**src/rtl/iq_sched_ctrl.sv**
```systemverilog
// Issue-queue slot allocator and oldest-ready selector: allocates the lowest free slot, picks the oldest ready slot.
// Outputs are combinational from registered occupancy/age state; enq_ready depends only on occupancy, never on issue_ready.
module iq_sched_ctrl #(
   parameter int DEPTH = 8,
   parameter int IDX_W = $clog2(DEPTH)
) (
   input  logic             clock,
   input  logic             reset_n,
   input  logic             flush,
   input  logic             enq_req,
   output logic             enq_ready,
   output logic [DEPTH-1:0] enq_alloc_oh,
   output logic [IDX_W-1:0] enq_alloc_idx,
   input  logic [DEPTH-1:0] slot_ready,
   output logic             issue_valid,
   input  logic             issue_ready,
   output logic [DEPTH-1:0] issue_oh,
   output logic [DEPTH-1:0] issue_strobe,
   output logic [IDX_W-1:0] issue_idx,
   output logic [IDX_W:0]   occupancy
);

   logic [DEPTH-1:0]            occ;
   logic [DEPTH-1:0][DEPTH-1:0] age;
   logic [DEPTH-1:0][DEPTH-1:0] age_nxt;
   logic [DEPTH-1:0]            free_oh;
   logic [DEPTH-1:0]            cand;
   logic [DEPTH-1:0]            sel;
   logic                        blocked;
   logic                        enq_fire;
   logic                        issue_fire;

   // Descending scan so the last hit is the lowest-numbered free slot.
   always_comb begin
      free_oh       = '0;
      enq_alloc_idx = '0;
      for (int i = DEPTH - 1; i >= 0; i--) begin
         if (!occ[i]) begin
            free_oh       = '0;
            free_oh[i]    = 1'b1;
            enq_alloc_idx = IDX_W'(i);
         end
      end
   end

   assign enq_ready    = (occupancy != (IDX_W+1)'(DEPTH));
   assign enq_fire     = enq_req & enq_ready & ~flush;
   assign enq_alloc_oh = free_oh & {DEPTH{enq_fire}};

   assign cand = occ & slot_ready;

   // A candidate wins when no other candidate is older than it.
   always_comb begin
      sel       = '0;
      issue_idx = '0;
      blocked   = 1'b0;
      for (int i = 0; i < DEPTH; i++) begin
         blocked = 1'b0;
         for (int j = 0; j < DEPTH; j++) begin
            if (j != i && cand[j] && age[j][i]) blocked = 1'b1;
         end
         sel[i] = cand[i] & ~blocked;
         if (sel[i]) issue_idx = IDX_W'(i);
      end
   end

   assign issue_oh     = sel;
   assign issue_valid  = (|cand) & ~flush;
   assign issue_fire   = issue_valid & issue_ready;
   assign issue_strobe = sel & {DEPTH{issue_fire}};

   // New entry becomes younger than every current occupant.
   always_comb begin
      age_nxt = age;
      for (int k = 0; k < DEPTH; k++) begin
         if (enq_alloc_oh[k]) begin
            age_nxt[k] = '0;
            for (int i = 0; i < DEPTH; i++) begin
               if (i != k && occ[i]) age_nxt[i][k] = 1'b1;
            end
         end
      end
   end

   always_ff @(posedge clock or negedge reset_n) begin
      if (!reset_n) begin
         occ       <= '0;
         age       <= '0;
         occupancy <= '0;
      end else if (flush) begin
         occ       <= '0;
         occupancy <= '0;
      end else begin
         occ       <= (occ | enq_alloc_oh) & ~issue_strobe;
         age       <= age_nxt;
         occupancy <= occupancy + (IDX_W+1)'(enq_fire) - (IDX_W+1)'(issue_fire);
      end
   end

endmodule

```
**config.mk**
```make
export PLATFORM = sky130hd
export DESIGN_NAME = iq_sched_ctrl
export DESIGN_NICKNAME = d
export VERILOG_FILES = /design/src/rtl/iq_sched_ctrl.sv
export SDC_FILE = /design/constraint.sdc
export NUM_CORES = 1
export LEC_CHECK = 0
export CAP_MARGIN = 10
export CORE_MARGIN = 2
export CORE_UTILIZATION = 30
export CTS_CLUSTER_DIAMETER = 60
export CTS_CLUSTER_SIZE = 8
export DETAILED_ROUTE_END_ITERATION = 8
export PLACE_DENSITY = 0.46
export SLEW_MARGIN = 20
export SYNTH_ARGS = -nofsm -noshare
export SYNTH_HDL_FRONTEND = slang
export SYNTH_SLANG_ARGS = --single-unit
```
**constraint.sdc**
```tcl
create_clock -name clock -period 3.44 [get_ports clock]
set_clock_uncertainty 0.1 [all_clocks]
set_input_delay 0.688 -clock clock [delete_from_list [all_inputs] [get_ports clock]]
set_output_delay 0.688 -clock clock [all_outputs]
set_load 0.05 [all_outputs]
```
; ---- Word-level counts from Yosys, hierarchy flattened
; Cells that the tools add are included.
[word_totals]
register_bits = 68
latchBits = 0
ramBits = 0
romBits = 0
in_bits = 13
elab_cells = 365
mem_count = 0
[classes]
addsub = 2
mul = 0
div_mod_pow = 0
n_lt_le_gt_ge = 0
eq_ne = 1
shifts = 0
muxes = 178
n_bitwise = 27
reduce_logical = 120
[op_table]
columns = operator, count
row1 = $mux W1, 146
row2 = $mux W8, 16
row3 = $reduce_and A3 Y1, 28
row4 = $reduce_bool A2 Y1, 35
row5 = $logic_and A1 B1 Y1, 56
row6 = $mux W3, 12
row7 = $and A8 B8 Y8, 4
row8 = $and A1 B1 Y1, 12
row9 = $mux W9, 1
row10 = $not A1 Y1, 9
row11 = $not A8 Y8, 1
row12 = $or A8 B8 Y8, 1
row13 = $reduce_or A8 Y1, 1
row14 = $add A4 B1 Y4, 1
row15 = $mux W2, 2
row16 = $mux W4, 1
row17 = $ne A4 B4 Y1 const B, 1
row18 = $sub A4 B1 Y4, 1

; ---- Longest topological paths before layout
[logic_depth]
depth_word = 18
depth_mapped = 12
depth_no_buf = 11

; ---- Least setup slack after synthesis
; OpenSTA, ideal clock, no wires.
[synth_path]
kind = input port to output port
startpoint = input port slot_ready[4]
endpoint = output port issue_idx[0]
t_arrival_ns = 3.302
setup_slack_ns = -0.650
stages = 6
path_buffers = 1
cell_sequence = and2_1 > clkbuf_1 > a32o_1 > nor3_1 > a211oi_1 > o21ai_1
[synth_via]
elab_chain_len = 15
word_cells_on_any_way = 48
[synth_lines]
columns = item, line_no
row1 = from (decl), 14  ; input logic [DEPTH-1:0] slot_ready,
row2 = $and A8 B8 Y8, 50  ; assign cand = occ & slot_ready;
row3 = $logic_and A1 B1 Y1, 60  ; if (j != i && cand[j] && age[j][i]) blocked = 1'b1;
row4 = $mux W1 (4 in series), 60
row5 = $not A1 Y1, 62  ; sel[i] = cand[i] & ~blocked;
row6 = $and A1 B1 Y1, 62
row7 = net issue_oh[1], 17  ; output logic [DEPTH-1:0] issue_oh,
row8 = $mux W1, 63  ; if (sel[i]) issue_idx = IDX_W'(i);
row9 = $mux W2 (2 in series), 63
row10 = $mux W3 (4 in series), 63
row11 = to (decl), 19  ; output logic [IDX_W-1:0] issue_idx,
; The timed path passes the listed nets, and every way through them passes these cells.

; ---- Worst setup path after layout
[layout_path]
startpoint = input port slot_ready[7]
endpoint = output port issue_idx[1]
[layout_via]
elab_chain_len = 11
word_cells_on_any_way = 28
[layout_lines]
columns = item, line_no
row1 = $and A8 B8 Y8 *, 50
row2 = $logic_and A1 B1 Y1, 60
row3 = $mux W1, 60
row4 = $not A1 Y1, 62
row5 = $and A1 B1 Y1, 62
row6 = $mux W2 (2 in series), 63
row7 = $mux W3 (3 in series), 63
row8 = $mux W3 *, 63
; Every way passes the cells marked *; elsewhere a longest branch is shown, timed or not.

==> metrics.txt <==
total core area=0.0109 sq mm; crit path capture type=primary output; Chip Width=110 um; via count=3093; Clock Latency Late Sink=0.34 ns; All-Layer GR Usage=21.1%; Hold Crit Class=input port to asynchronous set/reset pin; clock sinks=68; syn nets=385; Lkg Pwr=2.45 nW; I/O Pins=49; register area share after synthesis=50.3%; Worst Path Required=2.65 ns; vias in the first global route=3109; Num CTS Buffers=9; RSZ-0062 raised after global routing=no; P&R area growth vs syn=44.3%; pwr dens=451 mW/mm^2; asr flop ratio synth=100%; combinational power share=18.9%; placed cell area=0.00457 sq mm; top_reg_cell synth=dfrtp_1; Yosys warnings=0; Post-Syn Instances=366; drt first pass iters=5; top area cells in the synthesized netlist=dfrtp_1, nor2_1, nand3_1; gr ovfl total=0; final WL=11900 um; Total Neg Setup Slack=0 ns; Initial Utilization=30.9%; share of layout cells above drive strength 1=26.4%; startpoint class of the critical path=input port; GPL Wtd Cong=0.872; Sw Share=28.6%; Synth area leader=dfrtp_1; Commonest cells post-synth=dfrtp_1, nor2_1, nand3_1; clock tree buffer depth=2; maximum vdd drop=0.000275 V; Achievable Freq=294 MHz; ANT nets after route=0; filler instances=1083; Worst Tran Pin Value=0.703 ns; root buf cell=clkbuf_16; design area=0.00488 sq mm; Yosys reg bits=68; Final Hold Fails=0; Final #Nets=469; hold buffers post-CTS=0; max-cap viol count=0; IO buf count=48; Period Utilization, post-route=99.0%; Int Pwr=1.57 mW; first-pass GRT wire length=18300 um; most common cell in the synthesized netlist=dfrtp_1; largest net degree at the start of global routing=28; Critical Path AT=2.62 ns; Sequential Power Share=39.7%; worst-path fanout max=5; CTS tree=yes; chip height=110 um; Worst Setup Path Type=input port to primary output; Sw Pwr=0.630 mW; final worst path period need=3.41 ns; Cell variety after synth=51; vias per inst=5.21; Setup violations, final=0; initial antenna violation count=0; fin. max-slew vios=0; Clk pin slew, worst setup/hold paths=0.06 ns; Post-synth EDFFs=0; post-DP HPWL=8800 um; drt drc=0; outcome=finished clean; drt initial violations=165; Die Area=0.0121 sq mm; Wirelength per Cell=20.0 um; top cell type's share of synthesized area=50.3%; Rel. slew slack=53.1%; diode count=0; Syn Std Cell Area=0.00338 sq mm; clock power share=41.3%; Mapped Avg Cell Area=9.25 sq um; row cnt=38; CTS H-tree lvls=3
[placed cells by master, fill, tap and decap left out, types with 2 or more instances in the layout]
master,instances
a2111oi_4,2
a21boi_0,2
a21o_1,19
a21oi_1,36
a22o_1,2
a22oi_1,2
a31oi_1,2
a32o_1,4
buf_12,28
buf_4,50
clkbuf_1,3
clkbuf_16,9
clkdlybuf4s50_1,14
dfrtp_1,68
dlymetal6s2s_1,4
ha_1,5
inv_1,16
inv_2,4
nand2_1,28
nand3_1,39
nand4_1,9
nand4b_1,4
nor2_1,52
nor2_2,5
nor2b_1,2
nor2b_2,4
nor3_2,2
o21a_1,2
o21ai_0,5
or2_2,2
[critical path: stages]
cell and delay, ns:
clkdlybuf4s50_1 0.50, and2_1 0.29, a21oi_1 0.18, nand4b_1 0.22, inv_1 0.18, nor2_2 0.07, o211ai_1 0.31, buf_12 0.18
[flip-flops by register name, summed over array words and instances, names as in the netlist]
| register | flops |
|---|---|
| occupancy | 4 |
| age | 56 |
| occ | 8 |
[timing repair]
item,CTS,global route
pin swaps,1,2
buffers inserted,0,1
endpoints found under the setup margin,1,5
gates resized for setup,1,9
[cells by family after synthesis]
group                    share of synthesized area (%)
AO/OA/AOI/OAI                                     16.9
buffers and inverters                             6.10
AND/OR/NAND/NOR                                   23.7
XOR/XNOR                                         0.518
adder cells (fa/ha/maj)                           2.44
flip-flops                                        50.3
[power by group through the flow]
stage	Sequential [mW]	Clock [mW]	Combinational [mW]
after floorplan	0.909	0	0.211
after global placement	0.886	0	0.417
after detailed placement	0.885	0	0.419
after CTS	0.872	0.922	0.421
after global routing	0.878	0.961	0.448
final	0.874	0.909	0.417
[worst paths after layout]
check                               from            to  slack, ns  depth (start not counted)
min reg2reg                      age[22]       age[22]       0.38                          1
min in group clock               age[22]       age[22]       0.38                          1
min                              reset_n  occupancy[3]       0.20                          1
max                        slot_ready[7]  issue_idx[1]       0.03                          8
max in group asynchronous        reset_n       age[42]       2.28                          2
max reg2reg                       occ[5]  occupancy[2]       0.62                         11
[layer usage]
metal | vias to the layer above | GRT usage [%] | share of wire, %
met2 | 130 | 32.6 | 46
met3 | 18 | 3.76 | 6.3
li1 | 1423 | - | -
met5 | - | 0 | 0
met4 | 0 | 7.23 | 1.7
met1 | 1522 | 29.8 | 45
[cell type report]
cell class                      count  area [sq um]  area share (%)
Multi-Input combinational cell    252          1500            30.8
Inverter                           21          78.8            1.61
Clock inverter                      2          35.0           0.718
Clock buffer                       13           250            5.13
Tap cell                          140           175            3.59
Timing Repair Buffer               98          1140            23.3
Sequential cell                    68          1700            34.9
[through the flow]
step           util, %  power [mW]  worst slack [ns]  instances  hold WS, ns
6_report          44.6        2.20            0.0344        594        0.203
5_1_grt           44.6        2.29           0.00891        594        0.251
4_1_cts           44.4        2.22           0.00917        593        0.224
3_5_place_dp      41.8        1.30          -0.00493        578        0.366
3_3_place_gp      41.8        1.30           -0.0142        578        0.361
2_1_floorplan        -        1.12            -0.149        366        0.292
Power figures use the tool's default switching activity.
